File: src/rtl/secondhalf.sv
// Second-section controller: LED bar drain with countdown, then an MM:SS clock, on a 4-digit scan.
// Optional `BLINK_COLON_EN: dp of digit 2 blinks at the tick rate while the clock runs.
module secondhalf #(
    parameter int TICK_DIV = 100_000_000,
    parameter int SCAN_DIV = 100_000
) (
    input  logic        CLOCK,
    input  logic        RESET,
    input  logic        start,
    output logic [12:0] LED,
    output logic [7:0]  seg,
    output logic [3:0]  an,
    output logic        done
);
    // state   | meaning
    // S_IDLE  | waiting for start, outputs dark, scan stopped
    // S_DRAIN | LED bar empties one per tick, 2-digit countdown
    // S_CLOCK | MM:SS clock on all four digits, done high
    typedef enum logic [1:0] {S_IDLE, S_DRAIN, S_CLOCK} state_t;

    localparam int TW = $clog2(TICK_DIV);
    localparam int SW = $clog2(SCAN_DIV);
    localparam logic [TW-1:0] TICK_LAST = TW'(TICK_DIV - 1);
    localparam logic [SW-1:0] SCAN_LAST = SW'(SCAN_DIV - 1);

    state_t        state, state_nxt;
    logic [TW-1:0] tick_cnt;
    logic [SW-1:0] scan_cnt;
    logic [1:0]    idx;
    logic [3:0]    rem;
    logic [3:0]    mm_t, mm_o, ss_t, ss_o;
    logic          tick, scan_wrap;
    logic [3:0]    digit;
    logic          blank, dp;
    logic [3:0]    an_nxt;
    logic [7:0]    seg_nxt;

    function automatic logic [6:0] seg_code(input logic [3:0] d);
        case (d)
            4'd0: seg_code = 7'h40;
            4'd1: seg_code = 7'h79;
            4'd2: seg_code = 7'h24;
            4'd3: seg_code = 7'h30;
            4'd4: seg_code = 7'h19;
            4'd5: seg_code = 7'h12;
            4'd6: seg_code = 7'h02;
            4'd7: seg_code = 7'h78;
            4'd8: seg_code = 7'h00;
            4'd9: seg_code = 7'h10;
            default: seg_code = 7'h7F;
        endcase
    endfunction

    always_comb begin
        state_nxt = state;
        tick      = (state != S_IDLE) && (tick_cnt == TICK_LAST);
        scan_wrap = (state != S_IDLE) && (scan_cnt == SCAN_LAST);
        case (state)
            S_IDLE:  if (start) state_nxt = S_DRAIN;
            S_DRAIN: if (tick && rem == 4'd1) state_nxt = S_CLOCK;
            default: state_nxt = S_CLOCK;
        endcase
    end

    // Digit selection and encoding for the next display register value.
    always_comb begin
        digit = 4'd0;
        blank = 1'b1;
        dp    = 1'b1;
        if (state == S_DRAIN) begin
            case (idx)
                2'd0: begin
                    digit = (rem >= 4'd10) ? 4'(rem - 4'd10) : rem;
                    blank = 1'b0;
                end
                2'd1: begin
                    digit = (rem >= 4'd10) ? 4'd1 : 4'd0;
                    blank = 1'b0;
                end
                default: blank = 1'b1;
            endcase
        end else if (state == S_CLOCK) begin
            blank = 1'b0;
            case (idx)
                2'd0:    digit = ss_o;
                2'd1:    digit = ss_t;
                2'd2:    digit = mm_o;
                default: digit = mm_t;
            endcase
`ifdef BLINK_COLON_EN
            if (idx == 2'd2 && tick_cnt < TW'(TICK_DIV / 2)) dp = 1'b0;
`endif
        end
        an_nxt  = blank ? 4'hF : ~(4'b0001 << idx);
        seg_nxt = blank ? 8'hFF : {dp, seg_code(digit)};
    end

    always_ff @(posedge CLOCK) begin
        if (RESET) begin
            state    <= S_IDLE;
            tick_cnt <= '0;
            scan_cnt <= '0;
            idx      <= 2'd0;
            rem      <= 4'd0;
            mm_t     <= 4'd0;
            mm_o     <= 4'd0;
            ss_t     <= 4'd0;
            ss_o     <= 4'd0;
            LED      <= 13'h0;
            seg      <= 8'hFF;
            an       <= 4'hF;
            done     <= 1'b0;
        end else begin
            state <= state_nxt;
            done  <= (state_nxt == S_CLOCK);
            if (state == S_IDLE) begin
                tick_cnt <= '0;
                scan_cnt <= '0;
                idx      <= 2'd0;
                seg      <= 8'hFF;
                an       <= 4'hF;
                if (start) begin
                    LED  <= 13'h1FFF;
                    rem  <= 4'd13;
                    mm_t <= 4'd0;
                    mm_o <= 4'd0;
                    ss_t <= 4'd0;
                    ss_o <= 4'd0;
                end
            end else begin
                tick_cnt <= tick ? '0 : tick_cnt + 1'b1;
                scan_cnt <= scan_wrap ? '0 : scan_cnt + 1'b1;
                if (scan_wrap) idx <= idx + 2'd1;
                an  <= an_nxt;
                seg <= seg_nxt;
                if (tick && state == S_DRAIN) begin
                    LED <= LED >> 1;
                    rem <= rem - 4'd1;
                end
                if (tick && state == S_CLOCK) begin
                    if (ss_o != 4'd9) ss_o <= ss_o + 4'd1;
                    else begin
                        ss_o <= 4'd0;
                        if (ss_t != 4'd5) ss_t <= ss_t + 4'd1;
                        else begin
                            ss_t <= 4'd0;
                            if (mm_o != 4'd9) mm_o <= mm_o + 4'd1;
                            else begin
                                mm_o <= 4'd0;
                                mm_t <= (mm_t == 4'd5) ? 4'd0 : mm_t + 4'd1;
                            end
                        end
                    end
                end
            end
        end
    end
endmodule
File: config.mk
export PLATFORM = sky130hd
export DESIGN_NAME = secondhalf
export DESIGN_NICKNAME = d
export VERILOG_FILES = /design/src/rtl/secondhalf.sv
export SDC_FILE = /design/constraint.sdc
export NUM_CORES = 1
export LEC_CHECK = 0
export ABC_AREA = 1
export BUFFER_PORTS_ARGS = -buffer_cell sky130_fd_sc_hd__buf_2
export CAP_MARGIN = 30
export CELL_PAD_IN_SITES_DETAIL_PLACEMENT = 2
export CELL_PAD_IN_SITES_GLOBAL_PLACEMENT = 2
export CORE_MARGIN = 8
export CORE_UTILIZATION = 31
export DETAILED_ROUTE_END_ITERATION = 10
export PLACE_DENSITY_LB_ADDON = 0.2
export SYNTH_ARGS = -nofsm -noshare
export SYNTH_HDL_FRONTEND = slang
export SYNTH_SLANG_ARGS = --single-unit
File: constraint.sdc
create_clock -name CLOCK -period 1.88 [get_ports CLOCK]
set_input_delay 0.376 -clock CLOCK [delete_from_list [all_inputs] [get_ports CLOCK]]
set_output_delay 0.376 -clock CLOCK [all_outputs]
set_load 0.02 [all_outputs]
==> results.rst <==
.. list-table::
   :header-rows: 1

   * - Metric
     - Value
   * - Status
     - finished clean
   * - Filler cell count
     - 1789
   * - CTS Root Cell
     - clkbuf_16
   * - Die height
     - between 100 and 150 um
   * - Horiz. Die Dim
     - 141 um
   * - Final worst slack
     - just over 50 ps
   * - Total length of routed wires
     - around 16 mm
   * - Worst min path class
     - primary input to register
   * - Highest-count cells in the layout ignoring fill and taps
     - nand2_1, nor2_1, dfxtp_1
   * - Fraction of layout cells with a size suffix above 1
     - 0.244
   * - # placed instances
     - 923
   * - Share of synthesized registers carrying an async set or reset
     - 0
   * - Power per cell area
     - 793 mW/mm^2
   * - Number of detailed-route iterations in the first pass
     - 4
   * - Synthesized net count
     - 709
   * - Proportion of synthesized chip area in sequential cells
     - 0.386
   * - Data arrival time at the worst-slack endpoint
     - 2070 ps
   * - Syn. warnings
     - 0
   * - Final weighted congestion of routability-driven global placement
     - 0.834
   * - HPWL after detailed placement
     - 11.6 mm
   * - Global-route wire length before repair
     - 25.9 mm
   * - Synthesized cell area
     - 0.00482 mm^2
   * - Total GRT Usage
     - 0.159
   * - Shortest period the worst path allows
     - 1830 ps
   * - Reg2reg path depth
     - 11
   * - Maximum number of pins on one net before global-route repair
     - 17
   * - Crit start category
     - register
   * - Final Non-Filler Cells
     - ~950
   * - Layout Nets
     - around 780
   * - Number of buffers inserted by port buffering
     - 27
   * - Number of ports placed on the die boundary
     - 29
   * - Number of flops mapped to enable cells by yosys
     - 0
   * - Hold-fix buffer count after cts
     - 0
   * - Type of the worst setup path
     - register to register
   * - Maximum root-to-sink buffer count
     - 2
   * - Crit-path max FO
     - 5
   * - Netlist cell types
     - 42
   * - Setup slack, reg-to-reg
     - 50 ps
   * - Clock transition time at the flip-flop clock pins of the worst setup and hold paths
     - roughly 70 ps
   * - Setup repair after global routing missed its margin
     - true
   * - Leakage
     - 2.47 nW
   * - Number of pins exceeding their max-slew limit in the final report
     - 0
   * - Number of vias per cell
     - 5.05
   * - CTS buffer count
     - 9
   * - Post-synthesis instance total
     - 683
   * - Maximum VDD drop
     - 0.000388 V
   * - CTS sink count
     - just over 90
   * - Routed wire length per instance
     - 16.6 um
   * - Final count of hold timing violations
     - 0
   * - Area Growth Syn to Fin
     - 27.2%
   * - Most frequently used flop master after synthesis
     - dfxtp_1
   * - Clock tree from TritonCTS
     - built
   * - Average instance area after synthesis
     - just over 7 um^2
   * - Achievable clock frequency
     - 0.547 GHz
   * - Total Die Area
     - 0.0198 mm^2
   * - Synth Register Bits
     - 93
   * - Antenna violations before repair
     - 0
   * - Setup violation total in the final timing report
     - 0
   * - Deepest level of the CTS H-tree
     - 3
   * - Number of nets with antenna violations after detailed routing
     - 0
   * - First-iteration detailed-routing DRC count
     - around 110
   * - Count of inserted antenna diode cells
     - 0
   * - Max-cap check violation count
     - 0
   * - Pre-CTS setup slack
     - -182 ps
   * - Worst Clk Skew
     - between 7 and 8 ps
   * - Critical R2R Capture
     - seg[6]
   * - Crit path capture
     - seg[6]
   * - Starting density of the core
     - 0.317
   * - Standard cell core area
     - 0.0152 mm^2
   * - Endpoint required time on the critical path
     - 2120 ps
   * - Source of the worst register-to-register timing path
     - idx[0]
   * - Min-delay src
     - RESET
   * - Critical Path Source
     - idx[0]
   * - # rows
     - 45
   * - Vias in the first global route
     - 5329
   * - Worst setup EP type
     - register
   * - Via count
     - roughly 4800
   * - Drt drc
     - 0
   * - Clock latency at the later pin of the worst-skew pair
     - 350 ps
   * - Grt ovf
     - 0
   * - Most common library cell in the layout ignoring fill and taps
     - nand2_1
   * - Fraction of the cycle the final worst path needs
     - 0.973
[where the power goes]
part / switching [mW] / total (mW) / internal [mW]
Sequential: 0.0598 / 2.09 / 2.03
Clock: 0.844 / 2.27 / 1.43
Combinational: 0.316 / 0.498 / 0.182
Total: 1.22 / 4.86 / 3.64
[synthesized netlist by cell type (2+ instances only)]
| library cell | count | area, um^2 |
|---|---|---|
| nand3_1 | 46 | 230 |
| xor2_1 | 11 | 96.3 |
| nor3_1 | 23 | 115 |
| nand2_2 | 8 | 50.1 |
| and3_1 | 2 | 12.5 |
| buf_2 | 3 | 15.0 |
| nand4_1 | 10 | 62.6 |
| o21a_1 | 5 | 37.5 |
| inv_2 | 7 | 26.3 |
| nor4_1 | 3 | 18.8 |
| o22ai_1 | 2 | 12.5 |
| nand3_2 | 3 | 30.0 |
| o21ai_0 | 26 | 130 |
| o21ai_1 | 13 | 65.1 |
| inv_1 | 79 | 297 |
| ha_1 | 23 | 288 |
| buf_6 | 2 | 22.5 |
| nor2_4 | 4 | 45.0 |
| or2_2 | 6 | 37.5 |
| o211ai_1 | 2 | 15.0 |
| clkbuf_1 | 4 | 15.0 |
| nand2_1 | 137 | 514 |
| a31oi_1 | 4 | 25.0 |
| nor2_1 | 100 | 375 |
| dfxtp_1 | 93 | 1860 |
| a21oi_1 | 39 | 195 |
| nor2_2 | 5 | 31.3 |
| nor3b_1 | 2 | 15.0 |
| buf_4 | 2 | 15.0 |
| or2_0 | 3 | 18.8 |
| nor3_2 | 5 | 50.1 |
[cell families (layout without fill, tap and decap cells)]
logic type / Yosys count / after routing / share of synthesized area
buf+inv: 98 / 172 / 0.0818
compound gates: 96 / 96 / 0.109
fa+ha+maj: 23 / 23 / 0.0597
other cells: 1 / 1 / 0.000778
flops: 93 / 93 / 0.386
xor+xnor: 12 / 12 / 0.0218
simple gates: 360 / 361 / 0.341
[metal layers]
metal	global-route usage	share of wire	up-vias
li1	-	-	2349
met1	0.188	0.45	2367
met2	0.285	0.51	41
met3	0.0246	0.026	16
met4	0.0543	0.014	0
met5	0	0	-
[registers in the layout (all words and copies together), names as in the netlist, 4 cells and up]
name      count
tick_cnt     27
scan_cnt     17
LED          13
seg           7
an            4
mm_o          4
mm_t          4
rem           4
ss_o          4
ss_t          4
[layout make-up]
type                            count  area, um^2  share of cell area
Clock inverter                      7         138              0.0225
Timing Repair Buffer               68         497              0.0811
Sequential cell                    93        1880               0.306
Inverter                           87         344              0.0561
Multi-Input combinational cell    493        2810               0.458
Clock buffer                        9         225              0.0367
Timing Repair inverter              1        5.00            0.000817
Tap cell                          188         235              0.0384
[what timing repair did]
| action | 4_1_cts | 5_1_grt |
|---|---|---|
| gates resized for setup | 24 | 68 |
| cloned | 0 | 2 |
| hold endpoints to repair | 0 | 0 |
| pin swaps | 2 | 15 |
| endpoints found under the setup margin | 7 | 64 |
| buffers inserted | 1 | 4 |
[worst min path at each step]
stage,depth (start not counted),slack (ps),to
after CTS,3,470,ss_o[2]
after detailed placement,1,470,scan_cnt[0]
after floorplan,1,420,scan_cnt[0]
final,3,470,ss_t[3]
after global placement,1,430,scan_cnt[0]
after global routing,3,490,ss_t[3]
[per-stage QoR]
step	power [mW]	TNS (ps)	hold slack [ps]	util	cell area [um^2]
after floorplan	2.40	0	418	-	4820
after global routing	5.04	-498	492	0.403	6130
final	4.86	0	470	0.403	6130
after detailed placement	2.60	-841	471	0.358	5440
after CTS	4.89	0	468	0.386	5870
after global placement	2.57	-20.3	428	0.358	5440
[critical path, cell delays in order (launching register included)]
cell and delay, ps:
dfxtp_4 380, ha_2 200, buf_4 140, a21oi_1 130
o211ai_1 130, nand2_1 130, nand2_4 100, ha_2 210
nor2_2 90, nor2_1 60, o21ai_1 90, nand2_1 60
No activity file was read; power rests on OpenSTA's default activity.
